File: config.mk
export PLATFORM = sky130hd
export DESIGN_NAME = axi4_sram_bridge
export DESIGN_NICKNAME = d
export VERILOG_FILES = /design/src/rtl/axi4_sram_bridge.sv
export SDC_FILE = /design/constraint.sdc
export NUM_CORES = 1
export LEC_CHECK = 0
export ABC_AREA = 1
export CORE_AREA = 5 5 129 131
export CTS_CLUSTER_DIAMETER = 200
export DETAILED_ROUTE_END_ITERATION = 16
export DIE_AREA = 0 0 134 136
export PLACE_DENSITY = 0.87
export SLEW_MARGIN = 20
export SYNTH_ARGS = -nofsm -noshare
export SYNTH_HDL_FRONTEND = slang
export SYNTH_SLANG_ARGS = --single-unit
File: constraint.sdc
create_clock -name ACLK -period 1.75 [get_ports ACLK]
set_input_delay 0.35 -clock ACLK [delete_from_list [all_inputs] [get_ports ACLK]]
set_output_delay 0.35 -clock ACLK [all_outputs]
set_load 0.01 [all_outputs]
File: src/rtl/axi4_sram_bridge.sv
`timescale 1ns/1ps
// axi4_sram_bridge: converts an SRAM-style requestor port into single-beat AXI4 master transactions.
// Latency: best case 3 stall cycles (AW/W, B or AR, R, then RESP); misaligned accesses trap in 1 cycle.
// Backpressure: mem_stall holds the requestor until the RESP cycle; at most one AXI transaction in flight.
// Ports: ACLK/ARESET (sync, active-high); AXI4 AW/W/B/AR/R master channels; mem_* requestor
//        port (addr, wdata, c_en, w_en, b_en in; rdata, stall, error out); err_count event counter.
module axi4_sram_bridge #(
  parameter int              ADDR_W = 32,
  parameter int              DATA_W = 32,
  parameter int              ID_W   = 4,
  parameter logic [ID_W-1:0] TXN_ID = '0,
  parameter logic [2:0]      PROT   = 3'b000
) (
  input  logic                ACLK,
  input  logic                ARESET,
  // write address channel
  output logic [ID_W-1:0]     AWID,
  output logic [ADDR_W-1:0]   AWADDR,
  output logic [7:0]          AWLEN,
  output logic [2:0]          AWSIZE,
  output logic [1:0]          AWBURST,
  output logic                AWLOCK,
  output logic [3:0]          AWCACHE,
  output logic [2:0]          AWPROT,
  output logic [3:0]          AWQOS,
  output logic [3:0]          AWREGION,
  output logic                AWVALID,
  input  logic                AWREADY,
  // write data channel
  output logic [DATA_W-1:0]   WDATA,
  output logic [DATA_W/8-1:0] WSTRB,
  output logic                WLAST,
  output logic                WVALID,
  input  logic                WREADY,
  // write response channel
  input  logic [ID_W-1:0]     BID,
  input  logic [1:0]          BRESP,
  input  logic                BVALID,
  output logic                BREADY,
  // read address channel
  output logic [ID_W-1:0]     ARID,
  output logic [ADDR_W-1:0]   ARADDR,
  output logic [7:0]          ARLEN,
  output logic [2:0]          ARSIZE,
  output logic [1:0]          ARBURST,
  output logic                ARLOCK,
  output logic [3:0]          ARCACHE,
  output logic [2:0]          ARPROT,
  output logic [3:0]          ARQOS,
  output logic [3:0]          ARREGION,
  output logic                ARVALID,
  input  logic                ARREADY,
  // read data channel
  input  logic [ID_W-1:0]     RID,
  input  logic [DATA_W-1:0]   RDATA,
  input  logic [1:0]          RRESP,
  input  logic                RLAST,
  input  logic                RVALID,
  output logic                RREADY,
  // SRAM-style requestor port
  input  logic [ADDR_W-1:0]   mem_addr,
  input  logic [DATA_W-1:0]   mem_wdata,
  output logic [DATA_W-1:0]   mem_rdata,
  input  logic                mem_c_en,
  input  logic                mem_w_en,
  input  logic [DATA_W/8-1:0] mem_b_en,
  output logic                mem_stall,
  output logic                mem_error,
  output logic [7:0]          err_count
);

  localparam int STRB_W = DATA_W / 8;
  localparam int OFF_W  = $clog2(STRB_W);

  typedef enum logic [2:0] {IDLE, WADDR, WRESP, RADDR, RDATA_S, RESP} state_t;

  state_t              state, state_nxt;
  logic [ADDR_W-1:0]   addr_q;
  logic [DATA_W-1:0]   wdata_q;
  logic [STRB_W-1:0]   strb_q;
  logic                aw_done, w_done;
  logic [DATA_W-1:0]   rdata_q;
  logic                error_q;
  logic                misaligned;
  logic                aw_hs, w_hs, wr_both;

  assign misaligned = |mem_addr[OFF_W-1:0];

  // Handshakes only count while the corresponding VALID is actually driven.
  assign aw_hs   = (state == WADDR) & ~aw_done & AWREADY;
  assign w_hs    = (state == WADDR) & ~w_done & WREADY;
  assign wr_both = (aw_done | aw_hs) & (w_done | w_hs);

  // Fixed single-beat, full-width INCR attributes.
  assign AWID     = TXN_ID;
  assign AWADDR   = addr_q;
  assign AWLEN    = 8'd0;
  assign AWSIZE   = 3'(OFF_W);
  assign AWBURST  = 2'b01;
  assign AWLOCK   = 1'b0;
  assign AWCACHE  = 4'd0;
  assign AWPROT   = PROT;
  assign AWQOS    = 4'd0;
  assign AWREGION = 4'd0;
  assign WDATA    = wdata_q;
  assign WSTRB    = strb_q;
  assign WLAST    = 1'b1;
  assign ARID     = TXN_ID;
  assign ARADDR   = addr_q;
  assign ARLEN    = 8'd0;
  assign ARSIZE   = 3'(OFF_W);
  assign ARBURST  = 2'b01;
  assign ARLOCK   = 1'b0;
  assign ARCACHE  = 4'd0;
  assign ARPROT   = PROT;
  assign ARQOS    = 4'd0;
  assign ARREGION = 4'd0;

  // Stall is combinational from mem_c_en so an idle request is held off in the same cycle.
  assign mem_stall = mem_c_en & (state != RESP);
  assign mem_error = error_q & (state == RESP);
  assign mem_rdata = rdata_q;

  always_ff @(posedge ACLK) begin
    if (ARESET) state <= IDLE;
    else        state <= state_nxt;
  end

  always_comb begin
    state_nxt = state;
    AWVALID   = 1'b0;
    WVALID    = 1'b0;
    BREADY    = 1'b0;
    ARVALID   = 1'b0;
    RREADY    = 1'b0;
    case (state)
      IDLE: begin
        if (mem_c_en) begin
          if (misaligned)    state_nxt = RESP;
          else if (mem_w_en) state_nxt = WADDR;
          else               state_nxt = RADDR;
        end
      end
      WADDR: begin
        // AW and W complete independently; each VALID drops after its own handshake.
        AWVALID = ~aw_done;
        WVALID  = ~w_done;
        if (wr_both) state_nxt = WRESP;
      end
      WRESP: begin
        BREADY = 1'b1;
        if (BVALID) state_nxt = RESP;
      end
      RADDR: begin
        ARVALID = 1'b1;
        if (ARREADY) state_nxt = RDATA_S;
      end
      RDATA_S: begin
        RREADY = 1'b1;
        if (RVALID) state_nxt = RESP;
      end
      RESP:    state_nxt = IDLE;
      default: state_nxt = IDLE;
    endcase
  end

  always_ff @(posedge ACLK) begin
    if (ARESET) begin
      addr_q    <= '0;
      wdata_q   <= '0;
      strb_q    <= '0;
      aw_done   <= 1'b0;
      w_done    <= 1'b0;
      rdata_q   <= '0;
      error_q   <= 1'b0;
      err_count <= 8'd0;
    end else begin
      case (state)
        IDLE: begin
          if (mem_c_en) begin
            addr_q  <= mem_addr;
            wdata_q <= mem_wdata;
            strb_q  <= mem_b_en;
            // A misaligned request goes straight to RESP, so its error is known here.
            error_q <= misaligned;
            aw_done <= 1'b0;
            w_done  <= 1'b0;
          end
        end
        WADDR: begin
          if (wr_both) begin
            aw_done <= 1'b0;
            w_done  <= 1'b0;
          end else begin
            if (aw_hs) aw_done <= 1'b1;
            if (w_hs)  w_done  <= 1'b1;
          end
        end
        WRESP: begin
          if (BVALID) error_q <= (BRESP != 2'b00) | (BID != TXN_ID);
        end
        RDATA_S: begin
          if (RVALID) begin
            rdata_q <= RDATA;
            error_q <= (RRESP != 2'b00) | (RID != TXN_ID) | ~RLAST;
          end
        end
        RESP: begin
          if (error_q && err_count != 8'hFF) err_count <= err_count + 8'd1;
        end
        default: ;
      endcase
    end
  end

endmodule

# Word level (Yosys, flattened, before mapping)
# Index checks and enable logic that the tools add are counted.
# word_totals
out_inout_bits	214
wordCells	79
register_bits	114
# classes
reduce_logical	16
n_eq_ne	14
n_mux	24
add_sub_neg	1
n_bitwise	15
# ops
op	n
two-way mux 3 bit	6
one-hot mux 3 bit (5 select lines)	1
two-way mux 1 bit	13
!= test 2 bit, second input constant	5
!= test 3 bit, second input constant	3
adder 8 x 1 -> 8 bit, second input constant	1
!= test 8 bit, second input constant	1
nonzero test 4 bit	2
bitwise AND 1 bit	7
equality test 3 x 2 -> 1 bit, second input constant	2
equality test 3 bit, second input constant	2
AND reduction 2 bit	3
AND reduction 3 bit	2
nonzero test 2 bit	3
OR 1 bit	5
AND reduction 5 bit	1
one-hot mux 1 bit (2 select lines)	2
AND reduction 4 bit	1
equality test 3 x 1 -> 1 bit, second input constant	1
logical NOT 3 bit	1
inverter 1 bit	3
one-hot mux 1 bit (3 select lines)	1
nonzero test 3 bit	1
two-way mux 2 bit	1
2 further kinds	2

# Longest topological paths before layout
# depth
depth_word	7
depth_mapped	9
depth_no_buf	8

# Least setup slack after synthesis
# OpenSTA, ideal clock, no wires.
# synth_timing
path_type	register to register
startpoint	register err_count[0]
endpoint	register err_count[3]
path_stages_with_launch	8
t_arrival_ps	1374
synth_period_minus_slack_ps	1445
path_buffers	0
setup_ps	70
slack_ps	305
cell_sequence	dfxtp_1 > ha_1 > nand2_1 > nor3_2 > nand2_1 > nand2_1 > nand2_1 > a21oi_1
# synth_between
elab_chain_len	3
word_cells_on_any_way	4
# synth_rtl
item	line_no	source
start, declared	69	output logic [7:0] err_count
start signal, assigned	209	if (error_q && err_count != 8'hFF) err_count <= err_count + 8'd1;
branches (longest 3 deep; another with adder 8 x 1 -> 8 bit)	-	
# Parallel ways; which one is timed is not known.
# A chain may end at the register's enable or synchronous reset.

# Final worst setup path
# layout_timing
startpoint	register addr_q[25], in the netlist ARADDR[25]
endpoint	output port AWADDR[25]
# layout_rtl
item	line_no	source
start, declared	78	logic [ADDR_W-1:0] addr_q;
start signal, assigned	181	addr_q <= mem_addr;
end, declared	18	output logic [ADDR_W-1:0] AWADDR,
# No word-level cell between the ends.

==> impl_metrics.yaml <==
clock_tree:
  cts-hold-fix-buffers: 0
  cts_sinks: 114
  cts_inserted_buffers: 17
  insertion_delay_ns: 0.40
  path_clk_slew_ns: 0.05
  htreeDepth: 4
  root_buffer: "clkbuf_16"
  cts_tree: "done"
  cts_buffer_depth: 2
synth:
  synth_cell_type_count: 27
  postSynthCellCount: 693
  yosys_warnings: 0
  synth_top_area_share_pct: 43.9
  synth-seq-cells: 114
  syn_avg_cell_area_sq_um: 7.50
  syn-cell-area_sq_um: 5200
  synth_largest_area_cell: "dfxtp_1"
  ys_seq_area_share_pct: 43.9
  synth_area_leaders: "dfxtp_1 (44%), buf_4 (15%), nand2_1 (15%)"
placed_design:
  dp.cells: 1099
  place_congestion: 0.903
  place_ws_ns: -0.0664
  dp_hpwl_um: 12400
  portBuffers: 268
cells_and_area:
  final-instance-count-excl-fill: 1133
  final_common_cell: "clkdlybuf4s50_1"
  postLayoutCoreUtil_pct: 53.8
  fillers: 1434
  finalNetCount: 1052
  antenna_cells: 0
  final_cell_mix: "clkdlybuf4s50_1 (253), nand2_1 (199), dfxtp_1 (111), a21oi_1 (110), conb_1 (67)"
  multi_input_area_sq_um: 2140
  drive_above_1_share_pct: 7.86
  regArea_sq_um: 2290
  synthToLayoutAreaGrowth_pct: 60.2
timing:
  setup_viol: 0
  fin_ws_ns: 0.0270
  hold_slack_ns: 0.358
  max_freq_mhz: 580
  period_minus_slack_ns: 1.72
  min_period_over_period_pct: 98.5
  hold_viol_final: 0
  final_max_slew_viol_count: 0
  rsz0062_at_grt: "yes"
  fin_skew_ns: 0.00924
worst_setup_path:
  path_buf_inv: 1
  worstRegToRegCells: 9
  endpoint_kind: "output pin"
  criticalPathCategory: "reg -> out"
  cpPeakStageDelay_ns: 0.57
  worstReg2RegStart: "state[1]"
  start_kind: "register"
  cp_max_fo: 3
  reg2reg_setup_slack_ns: 0.08
  critPathRequiredTime_ns: 1.40
  worstPathArrival_ns: 1.37
  path_cells: "clkdlybuf4s50_1"
  cp_slowest_cell: "clkdlybuf4s50_1"
  critPathTopFamily: "buffers and inverters"
  r2r-end: "mem_rdata[19]"
global_routing:
  antenna_found_initial: 1
  grt_pass1_wl_um: 24900
  grt_pass1_vias: 4904
  track_usage_pct: 17.1
  gr-total-overflow: 0
  grt_max_degree: 62
routing:
  drc: 0
  ant_nets: 0
  drtIter0Drc: 357
  route.vias.total: 5129
  wl_per_cell_um: 15.2
  drt_wl_total_um: 17200
  viasPerCell: 4.53
  dr.pass1.iters: 4
floorplanning:
  rows: 46
  die_y_um: 136
  dieArea_sq_um: 18200
  num_io_pins: 336
  die_w_um: 134
  coreArea_sq_um: 15500
  start_util_pct: 33.6
job:
  cap_viol_max_count: 0
power_and_ir_drop:
  p_total_mw: 10.7
  power_density_nw_per_um2: 1280
  p_leak_nw: 3.34
  vdd_ir_drop_max_mv: 0.654
hold_path:
  hold_path_class: "in -> reg"
  worstHoldStart: "ARESET"
  holdPathStages: 2
  hold_end: "ARADDR[12]"
outcome:
  status: "completed"
state kept, by name, summed over array words and instances, names as in the netlist:
name and count:
ARADDR 32, err_count 8, error_q 1, mem_rdata 32
state 3, WDATA 32, WSTRB 4, w_done 1
aw_done 1
synth_stat cells, drive strengths merged:
library cell    n
nand3b          2
clkbuf         17
a21boi          2
a21oi         110
conb            2
nand4           6
clkinv          1
nor3            2
xor2            2
inv            26
buf           120
o21ai           6
nor2           36
dfxtp         114
nand2         202
nand3          44
ha              1
repair_timing:
| action | CTS | global route |
|---|---|---|
| buffers inserted | 2 | 0 |
| cloned | 0 | 1 |
| resized for setup | 23 | 14 |
| pin swaps | 2 | 3 |
| hold endpoints to repair | 0 | 0 |
| setup endpoints to repair | 8 | 19 |
layer usage:
layer	part of all wire, %	vias to the layer above	global-route usage, %
met5	0.081	-	0
met4	2.3	2	6.51
met3	7.7	33	5.81
met2	52	233	29.9
met1	38	2339	19.3
li1	-	2522	-
report_power, final:
part	leakage, nW	switching, mW	total, mW	internal, mW
Combinational	2.13	1.95	3.80	1.86
Sequential	0.930	0.309	3.34	3.03
Clock	0.284	1.20	3.54	2.34
Total	3.34	3.45	10.7	7.23
per-stage QoR:
step | TNS [ns] | instance area (sq um)
floorplan | 0 | 5440
global placement | -0.0618 | 7650
detailed placement | -0.0787 | 7650
CTS | -0.0143 | 8280
global route | -0.110 | 8330
finish | 0 | 8330
layout make-up:
type / count / area share (%)
repair buffers: 289 / 35.4
clock buffers: 22 / 5.69
flip-flops and latches: 114 / 27.5
inverters: 27 / 1.26
clock inverters: 9 / 1.56
well taps: 192 / 2.88
multi-input cells: 480 / 25.6
how the worst max path moves through the flow:
stage / from / depth (start not counted) / slack, ns / to
floorplan: err_count[0] / 7 / 0.31 / err_count[3]
global placement: mem_c_en / 4 / -0.06 / mem_stall
detailed placement: mem_c_en / 4 / -0.07 / mem_stall
CTS: state[0] / 5 / -0.01 / WVALID
global route: state[0] / 5 / -0.05 / WVALID
finish: ARADDR[25] / 1 / 0.03 / AWADDR[25]
cells by family after synthesis:
logic type,synth area share [%]
buffers and inverters,20.1
other,0.144
adders and majority gates,0.241
and+or+nand+nor,23.5
DFF,43.9
xor gates and xnor gates,0.337
AOI/OAI and AO/OA,11.7
Note: power is estimated with default switching activity, not from simulation.
